[src/rtl/cache_controller.sv]
// -----------------------------------------------------------------------------
// cache_controller
//
// Purpose:
//    Sequences single-byte CPU accesses against an external set-associative
//    cache (cache_memory) and a slow backing memory. Reads that hit return
//    cache data; read misses fetch from memory and fill the cache. Writes are
//    write-through with no write-allocate: memory is always written, and the
//    cache is updated only when the lookup hit. Memory accesses are aborted
//    after MEM_TIMEOUT cycles without an acknowledge.
//
// Ports:
//    clk, rst_b          clock, asynchronous active-low reset
//    cpu_*               CPU request/response handshake (cpu_ready is a pulse)
//    cm_*                cache_memory lookup/write strobes, address, data,
//                        hit flag and per-way ages
//    mem_*               backing-memory request/acknowledge interface
//    hit_count,
//    miss_count          saturating access statistics
//    victim_way          lowest-index way whose age is 2'b11, else way 0
// -----------------------------------------------------------------------------
module cache_controller #(
   parameter int MEM_TIMEOUT = 255,
   parameter int CNT_W       = 16
) (
   input  logic             clk,
   input  logic             rst_b,
   // CPU side
   input  logic             cpu_req,
   input  logic             cpu_we,
   input  logic [31:0]      cpu_addr,
   input  logic [7:0]       cpu_wdata,
   output logic [7:0]       cpu_rdata,
   output logic             cpu_ready,
   output logic             cpu_err,
   // cache_memory side
   output logic [31:0]      cm_address_word,
   output logic             cm_try_read,
   output logic             cm_try_write,
   output logic [7:0]       cm_write_data,
   input  logic [7:0]       cm_data,
   input  logic [7:0]       cm_ages,
   input  logic             cm_hit_miss,
   input  logic [3:0]       cm_hit_miss_set,
   // backing memory side
   output logic             mem_req,
   output logic             mem_we,
   output logic [31:0]      mem_addr,
   output logic [7:0]       mem_wdata,
   input  logic [7:0]       mem_rdata,
   input  logic             mem_ack,
   // statistics / replacement hint
   output logic [CNT_W-1:0] hit_count,
   output logic [CNT_W-1:0] miss_count,
   output logic [1:0]       victim_way
);

   // The wait counter only ever needs to reach MEM_TIMEOUT-1: the timeout
   // fires on the last permitted cycle of mem_req, so mem_req stays high for
   // exactly MEM_TIMEOUT cycles.
   localparam int TO_W = (MEM_TIMEOUT > 1) ? $clog2(MEM_TIMEOUT) : 1;
   localparam logic [TO_W-1:0] TO_LAST = TO_W'(MEM_TIMEOUT - 1);

   typedef enum logic [2:0] {
      IDLE, LOOKUP, CHECK, MEM_RD, FILL, MEM_WR, CACHE_WR, DONE
   } state_t;

   state_t            state_reg, state_next;
   logic [31:0]       addr_reg, addr_next;
   logic              we_reg, we_next;
   logic [7:0]        wdata_reg, wdata_next;
   logic              hit_reg, hit_next;
   logic [7:0]        fill_reg, fill_next;
   logic [7:0]        rdata_reg, rdata_next;
   logic              err_reg, err_next;
   logic [TO_W-1:0]   to_cnt_reg, to_cnt_next;
   logic [CNT_W-1:0]  hit_count_reg, hit_count_next;
   logic [CNT_W-1:0]  miss_count_reg, miss_count_next;
   logic [31:0]       cm_addr_hold_reg, cm_addr_hold_next;
   logic [31:0]       mem_addr_hold_reg, mem_addr_hold_next;

   // The set index reported by cache_memory is informational only here.
   logic unused_inputs;
   assign unused_inputs = ^cm_hit_miss_set;

   // ---------------------------------------------------------------------
   // Victim selection: one "oldest" flag per way, lowest index wins.
   // ---------------------------------------------------------------------
   logic [3:0] way_oldest;

   generate
      for (genvar gi = 0; gi < 4; gi++) begin : g_way_age
         assign way_oldest[gi] = &cm_ages[2*gi +: 2];
      end
   endgenerate

   always_comb begin
      victim_way = 2'd0;
      if (way_oldest[0])      victim_way = 2'd0;
      else if (way_oldest[1]) victim_way = 2'd1;
      else if (way_oldest[2]) victim_way = 2'd2;
      else if (way_oldest[3]) victim_way = 2'd3;
   end

   // ---------------------------------------------------------------------
   // Next-state, datapath and strobe logic
   // ---------------------------------------------------------------------
   always_comb begin
      state_next      = state_reg;
      addr_next       = addr_reg;
      we_next         = we_reg;
      wdata_next      = wdata_reg;
      hit_next        = hit_reg;
      fill_next       = fill_reg;
      rdata_next      = rdata_reg;
      err_next        = err_reg;
      to_cnt_next     = '0;
      hit_count_next  = hit_count_reg;
      miss_count_next = miss_count_reg;

      cpu_ready       = 1'b0;
      cpu_err         = 1'b0;
      cm_try_read     = 1'b0;
      cm_try_write    = 1'b0;
      cm_write_data   = 8'h00;
      mem_req         = 1'b0;
      mem_we          = 1'b0;

      case (state_reg)
         IDLE: begin
            if (cpu_req) begin
               addr_next  = cpu_addr;
               we_next    = cpu_we;
               wdata_next = cpu_wdata;
               err_next   = 1'b0;
               state_next = LOOKUP;
            end
         end

         LOOKUP: begin
            cm_try_read = 1'b1;
            state_next  = CHECK;
         end

         CHECK: begin
            hit_next = cm_hit_miss;
            if (cm_hit_miss) begin
               if (hit_count_reg != '1) hit_count_next = hit_count_reg + 1'b1;
            end else begin
               if (miss_count_reg != '1) miss_count_next = miss_count_reg + 1'b1;
            end
            if (we_reg) begin
               state_next = MEM_WR;
            end else if (cm_hit_miss) begin
               rdata_next = cm_data;
               state_next = DONE;
            end else begin
               state_next = MEM_RD;
            end
         end

         MEM_RD: begin
            mem_req = 1'b1;
            if (mem_ack) begin
               rdata_next = mem_rdata;
               fill_next  = mem_rdata;
               state_next = FILL;
            end else if (to_cnt_reg == TO_LAST) begin
               err_next   = 1'b1;
               rdata_next = 8'h00;
               state_next = DONE;
            end else begin
               to_cnt_next = to_cnt_reg + 1'b1;
            end
         end

         FILL: begin
            // cache_memory picks the victim way from its own ages.
            cm_try_write  = 1'b1;
            cm_write_data = fill_reg;
            state_next    = DONE;
         end

         MEM_WR: begin
            mem_req = 1'b1;
            mem_we  = 1'b1;
            if (mem_ack) begin
               // No write-allocate: only a line that already hit is updated.
               state_next = hit_reg ? CACHE_WR : DONE;
            end else if (to_cnt_reg == TO_LAST) begin
               err_next   = 1'b1;
               rdata_next = 8'h00;
               state_next = DONE;
            end else begin
               to_cnt_next = to_cnt_reg + 1'b1;
            end
         end

         CACHE_WR: begin
            cm_try_write  = 1'b1;
            cm_write_data = wdata_reg;
            state_next    = DONE;
         end

         DONE: begin
            cpu_ready  = 1'b1;
            cpu_err    = err_reg;
            state_next = IDLE;
         end

         default: state_next = IDLE;
      endcase

      // Addresses only follow the captured address while their strobe is up
      // and otherwise keep whatever they last showed.
      cm_address_word    = (cm_try_read || cm_try_write) ? addr_reg : cm_addr_hold_reg;
      mem_addr           = mem_req ? addr_reg : mem_addr_hold_reg;
      cm_addr_hold_next  = cm_address_word;
      mem_addr_hold_next = mem_addr;
   end

   assign cpu_rdata  = rdata_reg;
   assign mem_wdata  = wdata_reg;
   assign hit_count  = hit_count_reg;
   assign miss_count = miss_count_reg;

   // ---------------------------------------------------------------------
   // State register
   // ---------------------------------------------------------------------
   always_ff @(posedge clk or negedge rst_b) begin
      if (!rst_b) begin
         state_reg         <= IDLE;
         addr_reg          <= '0;
         we_reg            <= 1'b0;
         wdata_reg         <= '0;
         hit_reg           <= 1'b0;
         fill_reg          <= '0;
         rdata_reg         <= '0;
         err_reg           <= 1'b0;
         to_cnt_reg        <= '0;
         hit_count_reg     <= '0;
         miss_count_reg    <= '0;
         cm_addr_hold_reg  <= '0;
         mem_addr_hold_reg <= '0;
      end else begin
         state_reg         <= state_next;
         addr_reg          <= addr_next;
         we_reg            <= we_next;
         wdata_reg         <= wdata_next;
         hit_reg           <= hit_next;
         fill_reg          <= fill_next;
         rdata_reg         <= rdata_next;
         err_reg           <= err_next;
         to_cnt_reg        <= to_cnt_next;
         hit_count_reg     <= hit_count_next;
         miss_count_reg    <= miss_count_next;
         cm_addr_hold_reg  <= cm_addr_hold_next;
         mem_addr_hold_reg <= mem_addr_hold_next;
      end
   end

endmodule
[config.mk]
export PLATFORM = sky130hd
export DESIGN_NAME = cache_controller
export DESIGN_NICKNAME = d
export VERILOG_FILES = /design/src/rtl/cache_controller.sv
export SDC_FILE = /design/constraint.sdc
export NUM_CORES = 1
export LEC_CHECK = 0
export BUFFER_PORTS_ARGS = -buffer_cell sky130_fd_sc_hd__buf_2
export CELL_PAD_IN_SITES_DETAIL_PLACEMENT = 2
export CELL_PAD_IN_SITES_GLOBAL_PLACEMENT = 2
export CORE_MARGIN = 2
export CORE_UTILIZATION = 34
export DETAILED_ROUTE_END_ITERATION = 16
export PLACE_DENSITY_LB_ADDON = 0.15
export SKIP_LAST_GASP = 1
export SLEW_MARGIN = 20
export SYNTH_ARGS = -nofsm -noshare
export SYNTH_HDL_FRONTEND = slang
export SYNTH_SLANG_ARGS = --single-unit
[constraint.sdc]
create_clock -name clk -period 2.1 [get_ports clk]
set_input_delay 0.105 -clock clk [delete_from_list [all_inputs] [get_ports clk]]
set_output_delay 0.105 -clock clk [all_outputs]
set_load 0.005 [all_outputs]
==> Word level (Yosys, flattened, before mapping) <==
Cells that the tools add are included.
{ "totals": {"regBits": 166, "input_bits": 74, "out_inout_bits": 128} }
{ "classes": {"n_addsub": 3, "eq_ne": 16, "n_mux": 34, "n_bitwise": 1, "reduce_logical": 16} }
{ "op_table": {"columns": ["op", "count"], "rows": [
  ["32-bit 2-to-1 mux", 2],
  ["8-bit 2-to-1 mux", 8],
  ["16-bit by 1-bit adder with 16-bit output (second input constant)", 2],
  ["16-bit != test (second input constant)", 2],
  ["8-bit case mux with 3 select lines", 1],
  ["3-bit case mux with 7 select lines", 1],
  ["3-bit 2-to-1 mux", 6],
  ["8-bit case mux with 2 select lines", 1],
  ["3-bit equality test (second input constant)", 4],
  ["2-bit AND reduction", 6],
  ["1-bit 2-to-1 mux", 10],
  ["2-bit != test (second input constant)", 5],
  ["8-bit by 1-bit adder with 8-bit output (second input constant)", 1],
  ["8-bit equality test (second input constant)", 1],
  ["2-bit 2-to-1 mux", 4],
  ["4-bit AND reduction", 2],
  ["3-bit by 2-bit equality test with 1-bit output (second input constant)", 2],
  ["3-bit AND reduction", 2],
  ["2-bit OR reduction", 2],
  ["3-bit by 1-bit equality test with 1-bit output (second input constant)", 1],
  ["3-bit zero test", 1],
  ["3-bit nonzero test", 1],
  ["2-bit by 1-bit != test with 1-bit output (second input constant)", 1],
  ["1-bit case mux with 2 select lines", 1],
  ["other kinds (3)", 3]
]} }

==> Longest topological paths before layout <==
Gate-level depths: netlist of run 1.
{ "depth": {"word_depth": 5, "ltp_mapped": 7, "depth_no_buf": 6} }

==> Least setup slack after synthesis of run 1 <==
OpenSTA, ideal clock, no wires.
{ "synth_timing": {"path_type": "register to register", "start": "reg state_reg[2]", "end": "reg miss_count_reg[13] (netlist: miss_count[13])", "setup_ps": 125, "arrival_ps": 1757, "required_time_ps": 1975, "path_slack_ps": 218, "stages_incl_launch_ff": 7, "n_path_buf": 2, "path_cell_list": "dfrtp_1 -> buf_6 -> or4b_4 -> buf_6 -> nor4_4 -> o2111ai_1 -> xnor2_1"} }
{ "synth_via": {"elab_chain_len": 2} }
{ "synth_rtl": {"columns": ["element", "line_no", "text"], "rows": [
  ["from (decl)", "68", "state_t state_reg, state_next;"],
  ["from (signal assigned)", "246", "state_reg <= state_next;"],
  ["3-bit by 2-bit equality test with 1-bit output", "129", "case (state_reg)"],
  ["3-bit AND reduction (no source line)", null, null],
  ["to (signal assigned)", "256", "miss_count_reg <= miss_count_next;"],
  ["to (decl)", "78", "logic [CNT_W-1:0] miss_count_reg, miss_count_next;"]
]} }
No other way between the ends.
A chain may end at the register's enable or synchronous reset.

==> Worst setup path after layout of run 1 <==
{ "layout_timing": {"start": "reg state_reg[2]", "end": "out mem_addr[0]"} }
{ "layout_via": {"elab_chain_len": 4} }
{ "layout_rtl": {"columns": ["element", "line_no", "text"], "rows": [
  ["3-bit equality test / 3-bit by 2-bit equality test with 1-bit output (equally long branches)", "129", null],
  ["2-bit OR reduction (no source line) (*)", null, null],
  ["1-bit 2-to-1 mux (*)", "129", null],
  ["32-bit 2-to-1 mux (*)", "217", "mem_addr = mem_req ? addr_reg : mem_addr_hold_reg;"],
  ["to (decl)", "48", "output logic [31:0] mem_addr,"]
]} }
Every way passes the cells marked *; elsewhere a longest branch is shown, timed or not.

==> metrics, run 1 <==
initial antenna violation count 0; grt ovf 0; max frequency 0.428 GHz; most frequent cells in the layout 165 x dfrtp_1, 157 x buf_2, 59 x mux2_2, 56 x mux2_4, 50 x dlygate4sd3_1; crit path max-delay cell type dfrtp_1; WP data required 2000 ps; fin crit share 1.11; Async SR Flop Fraction 1.00; R2R setup slack 80 ps; Critical Path End Type output port; DP Worst Slack 9.74 ps; CTS H-tree depth 4; Final nets 896; Routability Congestion 0.796; CTS tree done; status complete, but fails checks; die area 21800 µm²; FF/Latch Area 4160 µm²; TritonRoute pass-1 iters 4; Ys Warns 0; Reg clk slew, reported paths 70 ps; Avg Cell Area, Syn 13.5 µm²; post-synthesis sequential area ratio 0.593; fraction of layout cells with a size suffix above 1 0.508; Synth cell types 51; footprint of the multi-input gates 3030 µm²; core area 20200 µm²; Post-Syn Nets 595; row cnt 52; final WL 26600 µm; Worst Hold Class input port to flip-flop; Vias per Instance 5.06; final worst setup slack -235 ps; vias after detailed routing 5574; PortBufs 197; Num CTS Buffers 17; IO Pins 202; Slew @ Worst Pin 589 ps; Die Y 148 µm; Crit Path Max Fanout 8; RSZ-0062 raised after global routing yes; crit start category flip-flop; setup_tns -7480 ps; Post-Synthesis Cells 517; final setup violation count 64; Die X 148 µm; ys flop type dfrtp_1; clock root buffer clkbuf_16; Iter 0 DRT Violations 160; Clock Latency Late Sink 440 ps; most common cell after layout, fill and taps aside dfrtp_1; Synth-to-Final Area Change 50.6%; critical path type flip-flop to output port; Post-synth EDFFs 0; Data arrival, critical path 2230 ps; Pwr per Cell Area 1670 nW/µm²; largest net degree at the start of global routing 60; Fin. Hold Viols 0; Core Util, Final 0.521; number of global-route vias before repair 6369; Final HPWL DP 14500 µm; leakage 5.25 nW; synthesized cell area 7000 µm²; Seq cells post-synth 166; IR drop worst, VDD 785 µV; failing checks setup timing; filler cell count 1929; initial core utilization 0.346; clock sink total 166; Max transition margin 0.607; Final Critical Period 2330 ps; max-cap check violation count 0; GRT Total Usage 0.235; clk buf depth 2; remaining antenna violation count 0; clk_skew 12.5 ps; global-route wire length before repair 39000 µm; worst hold margin 33.4 ps; fin. max-slew vios 0; max incr delay on CP 400 ps; Remaining DRCs 0; worst path cell trace buf_6 > buf_8 > nor2b_4 > o21ai_4 > buf_12 > buf_12 > buf_16 > mux2_4 > buf_6; routed len/inst 24.1 µm
[path summary, 6_finish.rpt]
kind,startpoint,end,cells after the start
worst max-delay path,state_reg[2],mem_addr[0],9
worst min-delay path,cm_data[5],cpu_rdata[5],3
worst max register to register,state_reg[2],addr_reg[17],7
worst min register to register,mem_addr_hold_reg[18],mem_addr_hold_reg[18],1
max in group asynchronous,rst_b,to_cnt_reg[4],3
min in group asynchronous,rst_b,miss_count[14],2
[repair_timing]
action                                  in CTS  in global routing
setup buffers                               16                 11
gates cloned                                 5                  2
pin swaps                                    4                  7
endpoints found under the hold margin      104                  0
resized for setup                           67                 60
hold buffers                                50                  0
endpoints found under the setup margin      66                 84
[where the power goes]
group	switching, W	leakage (nW)	internal [W]
Clock	0.00158	0.297	0.00162
Sequential	0.000937	2.08	0.00452
Combinational	0.00378	2.87	0.00519
Total	0.00630	5.25	0.0113
[routing by layer]
| metal | routed length [µm] | GRT usage | part of all wire | vias to the layer above |
|---|---|---|---|---|
| met2 | 13900 | 0.414 | 0.52 | 166 |
| met5 | 0 | 0 | 0 | - |
| met1 | 11100 | 0.293 | 0.42 | 2894 |
| li1 | - | - | - | 2487 |
| met3 | 1080 | 0.0469 | 0.041 | 27 |
| met4 | 402 | 0.0697 | 0.015 | 0 |
[cell usage after synthesis, types with 4 or more instances]
master	n	share of area
nor2_1	31	0.017
xnor2_1	10	0.013
buf_2	10	0.0071
nor2b_1	4	0.0036
mux2i_1	9	0.013
and3_1	7	0.0063
clkbuf_1	9	0.0048
a22o_1	16	0.020
inv_1	7	0.0038
nand3_1	15	0.011
nand2_1	14	0.0075
ha_1	4	0.0071
nand4_1	12	0.011
a21oi_1	6	0.0043
xor2_1	20	0.025
dfrtp_1	166	0.59
mux2_2	115	0.18
a31oi_1	5	0.0045
nor3_1	9	0.0064
[worst max-delay path: cells and delay by family (launching register included)]
family / cells / cell delay, ps
AND/OR/NAND/NOR: 1 / 130
AO/OA/AOI/OAI: 1 / 170
multiplexers: 1 / 330
flip-flops: 1 / 400
buffers and inverters: 6 / 770
[final cells by class]
type / instances / share of cell area
flip-flops and latches: 166 / 0.394
multi-input cells: 323 / 0.288
repair buffers: 303 / 0.226
clock buffers: 17 / 0.0403
well taps: 270 / 0.0320
clock inverters: 15 / 0.0173
inverters: 7 / 0.00273
diodes: 1 / 0.000237
[metrics by stage]
stage / instance area [µm²] / instances / total power (W)
final: 10500 / 1102 / 0.0176
after CTS: 10200 / 1091 / 0.0163
after detailed placement: 8470 / 988 / 0.0110
after global routing: 10500 / 1101 / 0.0185
after global placement: 8470 / 988 / 0.0107
after floorplan: 7000 / 517 / 0.00831
[logic make-up (layout without fill, tap and decap cells)]
| family | Yosys count | after routing | share of synthesized area |
|---|---|---|---|
| DFF | 166 | 166 | 0.593 |
| muxes | 125 | 125 | 0.199 |
| and+or+nand+nor | 114 | 115 | 0.0908 |
| AOI/OAI and AO/OA | 49 | 49 | 0.0524 |
| xor gates and xnor gates | 30 | 30 | 0.0375 |
| buffers and inverters | 29 | 342 | 0.0195 |
| adders and majority gates | 4 | 4 | 0.00715 |
| other | 0 | 1 | 0 |
Power figures use the tool's default switching activity.
==> inputs of run 2 (changes only) <==
CORE_UTILIZATION = 35   (was 34)
CTS_BUF_LIST = sky130_fd_sc_hd__clkbuf_2 sky130_fd_sc_hd__clkbuf_4 sky130_fd_sc_hd__clkbuf_8   (was default)
==> metrics, run 2 (synthesis results as in run 1) <==
Reg clk slew, reported paths 90 ps; Iter 0 DRT Violations 169; clock root buffer clkbuf_8; RR Endpoint hit_count[13]; die area 21200 µm²; final worst setup slack -218 ps; max incr delay on CP 400 ps; row cnt 51; CTS tree done; Synth-to-Final Area Change 48.4%; worst hold margin 46.8 ps; vias after detailed routing 5556; initial antenna violation count 0; Worst R2R Start state_reg[2]; clk_skew 25.0 ps; IR drop worst, VDD 944 µV; Critical Path End Type output port; most common cell after layout, fill and taps aside dfrtp_1; clock sink total 166; setup_tns -9230 ps; final WL 25000 µm; failing checks setup timing; Core Util, Final 0.532; Die Y 145 µm; Die X 145 µm; Reg2Reg Depth 8; GRT Total Usage 0.238; global-route wire length before repair 39100 µm; WP data required 2000 ps; Hold Startpoint cm_data[4]; Hold Crit Endpoint cpu_rdata[4]; remaining antenna violation count 0; clk buf depth 2; initial core utilization 0.359; filler cell count 1908; fin. max-slew vios 0; RSZ-0062 raised after global routing yes; leakage 5.15 nW; max frequency 0.431 GHz; status complete, but fails checks; Final nets 903; Vias per Instance 5.04; CP most frequent cell buf_6; Pwr per Cell Area 1600 nW/µm²; fraction of layout cells with a size suffix above 1 0.504; most frequent cells in the layout 165 x dfrtp_1, 149 x buf_2, 67 x mux2_2, 57 x dlygate4sd3_1, 50 x buf_6; Final HPWL DP 14300 µm; Routability Congestion 0.765; fin crit share 1.10; routed len/inst 22.7 µm; diodes inserted 0; Fin. Hold Viols 0; PortBufs 197; Clock Latency Late Sink 460 ps; grt ovf 0; worst hold path depth 3; Crit Path Max Fanout 7; crit start category flip-flop; Worst Hold Class input port to flip-flop; final setup violation count 64; max-cap check violation count 0; Slew @ Worst Pin 683 ps; Max transition margin 0.544; number of global-route vias before repair 6478; critical path type flip-flop to output port; largest net degree at the start of global routing 66; R2R setup slack 50 ps; Remaining DRCs 0; core area 19500 µm²; Data arrival, critical path 2210 ps; worst path cell trace buf_6 > buf_8 > nor2b_4 > o21ai_4 > buf_4 > buf_12 > mux2_4 > buf_6; crit path max-delay cell type dfrtp_1; Num CTS Buffers 17; TritonRoute pass-1 iters 4; IO Pins 202; Final Critical Period 2320 ps; CTS H-tree depth 4
==> run 2: cell types whose count changed in the layout (fill, tap and decap cells not counted), sizes merged <==
cell / change
clkinv: -2
buf: +2
bufinv: +1
diode: -1
inv: -5
dlygate4sd3: +7
clkinvlp: +3
clkbuf: +1
==> run 2: worst max-delay path by stage <==
stage / from / to / slack [ps]
detailed placement: state_reg[0] / cm_address_word[20] / 7
floorplan: state_reg[2] / miss_count[13] / 220
CTS: state_reg[2] / mem_addr[17] / -280
global route: state_reg[2] / mem_addr[0] / -290
global placement: state_reg[0] / cm_address_word[12] / 80
finish: state_reg[2] / mem_addr[16] / -220
==> run 2: area by class of cell <==
| cell class | instances | area, µm² | share of cell area |
|---|---|---|---|
| Clock buffer | 20 | 269 | 0.0259 |
| Clock inverter | 12 | 120 | 0.0116 |
| Inverter | 7 | 28.8 | 0.00277 |
| Multi-Input combinational cell | 323 | 2990 | 0.288 |
| Sequential cell | 166 | 4160 | 0.400 |
| Tap cell | 265 | 332 | 0.0319 |
| Timing Repair Buffer | 310 | 2500 | 0.241 |
==> run 2: report_power, final <==
part	switching [W]	internal (W)	total, W
logic	0.00367	0.00523	0.00890
clock network	0.00129	0.00104	0.00232
registers	0.000908	0.00451	0.00542
==> run 2: worst max-delay path, delay by kind of cell (launching register included) <==
kind            cells  cell delay [ps]
simple gates        1              130
flops               1              400
buf+inv             5              680
compound gates      1              240
mux                 1              330
==> run 2: through the flow <==
step / cell area [µm²] / std cells / total power [W] / setup WS [ps]
2_1_floorplan: 7000 / 517 / 0.00831 / 218
3_3_place_gp: 8460 / 980 / 0.0107 / 80.8
3_5_place_dp: 8460 / 980 / 0.0111 / 7.04
4_1_cts: 10200 / 1096 / 0.0161 / -279
5_1_grt: 10400 / 1103 / 0.0176 / -293
6_report: 10400 / 1103 / 0.0166 / -218
==> run 2: routing by layer <==
layer  track usage  share of wire
met5             0              0
met4        0.0451         0.0082
met3        0.0524          0.041
met2         0.428           0.53
met1         0.295           0.42
==> run 2: what timing repair did <==
| action | CTS | global route |
|---|---|---|
| gates cloned | 5 | 1 |
| gates resized for setup | 99 | 36 |
| hold buffers | 57 | 0 |
| setup endpoints to repair | 65 | 83 |
| buffers inserted | 23 | 11 |
| hold endpoints to repair | 118 | 0 |
| pin swaps | 4 | 2 |
==> inputs of run 3 (changes only) <==
--- a/constraint.sdc
+++ b/constraint.sdc
@@ -3,2 +3,2 @@
 set_output_delay 0.105 -clock clk [all_outputs]
-set_load 0.005 [all_outputs]
+set_load 0.05 [all_outputs]
==> metrics, run 3 (synthesis results as in run 1) <==
clock root buffer clkbuf_8; die area 21200 µm²; grt ovf 0; RSZ-0062 raised after global routing yes; global-route wire length before repair 36200 µm; Max transition margin 0.544; initial core utilization 0.359; Die X 145 µm; Critical Path End Type output port; status complete, but fails checks; Hold Crit Endpoint state_reg[2]; routed len/inst 24.3 µm; critical path type flip-flop to output port; WP data required 2000 ps; GRT Total Usage 0.219; Area after DPL 8550 µm²; PortBufs 197; clk buf depth 2; row cnt 51; final worst setup slack -217 ps; largest net degree at the start of global routing 50; vias after detailed routing 5590; CTS H-tree depth 4; IO Pins 202; Synth-to-Final Area Change 50.5%; worst hold path depth 3; Final nets 902; Reg2Reg Depth 9; clk_skew 32.5 ps; initial antenna violation count 1; Die Y 145 µm; Vias per Instance 5.07; Worst Hold Class input port to flip-flop; Crit. Startpoint state_reg[1]; RR Endpoint to_cnt_reg[5]; Design Area, Final 10500 µm²; CTS tree done; Clock Latency Late Sink 490 ps; clock sink total 166; Data arrival, critical path 2210 ps; max-cap check violation count 0; fin crit share 1.10; core area 19500 µm²; number of global-route vias before repair 6239; Iter 0 DRT Violations 176; Reg clk slew, reported paths 100 ps; final WL 26700 µm; Final HPWL DP 14600 µm; max frequency 0.432 GHz; Remaining DRCs 0; Worst R2R Start state_reg[2]; Slew @ Worst Pin 675 ps; fin. max-slew vios 0; R2R setup slack -70 ps; Routability Congestion 0.789; Crit Path Max Fanout 8; fraction of layout cells with a size suffix above 1 0.497; Final Critical Period 2320 ps; final setup violation count 75; crit start category flip-flop; most frequent cells in the layout 160 x dfrtp_1, 132 x buf_2, 66 x mux2_2, 59 x dlygate4sd3_1, 51 x buf_4; Hold Startpoint mem_ack; failing checks setup timing; TritonRoute pass-1 iters 4; remaining antenna violation count 0; Fin. Hold Viols 0; most common cell after layout, fill and taps aside dfrtp_1; Num CTS Buffers 17
-- run 3: what timing repair did --
item,CTS,global route
endpoints found under the setup margin,64,68
cloned,2,3
setup buffers,5,18
hold buffers,59,0
hold endpoints to repair,124,0
pin swaps,1,3
resized for setup,77,152
-- run 3: worst max-delay path by stage --
stage                                end  cells after the start
finish               cm_address_word[25]                      7
global route         cm_address_word[25]                      7
CTS                   cm_address_word[2]                      7
detailed placement         miss_count[1]                      4
global placement     cm_address_word[19]                      7
floorplan           cm_addr_hold_reg[10]                      6
-- run 3: final cells by class --
| class | count | area [µm²] |
|---|---|---|
| Antenna cell | 1 | 2.50 |
| Clock buffer | 18 | 241 |
| Clock inverter | 14 | 196 |
| Fill cell | 1869 | 8990 |
| Inverter | 7 | 30.0 |
| Multi-Input combinational cell | 322 | 2950 |
| Sequential cell | 166 | 4160 |
| Tap cell | 265 | 332 |
| Timing Repair Buffer | 310 | 2620 |
-- run 3: metal layers --
metal | share of wire | GRT usage | up-vias
li1 | - | - | 2485
met1 | 0.39 | 0.261 | 2906
met2 | 0.54 | 0.394 | 174
met3 | 0.051 | 0.0621 | 25
met4 | 0.016 | 0.0441 | 0
met5 | 0 | 0 | -
-- run 3: stage by stage --
stage,setup slack (ps),TNS [ps],std cells,utilization,hold WS (ps)
2_1_floorplan,26.0,0,517,-,-191
3_3_place_gp,190,0,983,0.438,80.3
3_5_place_dp,135,0,983,0.438,92.1
4_1_cts,-328,-16230,1081,0.508,42.3
5_1_grt,-301,-16520,1103,0.540,109
6_report,-217,-10440,1103,0.540,83.1
-- run 3: worst max-delay path, cell delays in order, from the launching register on --
cell	delay [ps]
dfrtp_2	470
buf_8	140
nor3_4	230
nor2_4	70
buf_12	140
clkbuf_16	170
mux2_4	340
buf_6	160
Power of run 3 is not shown: default switching activity piles up to over one toggle a cycle in this logic, so the estimate is an artifact.
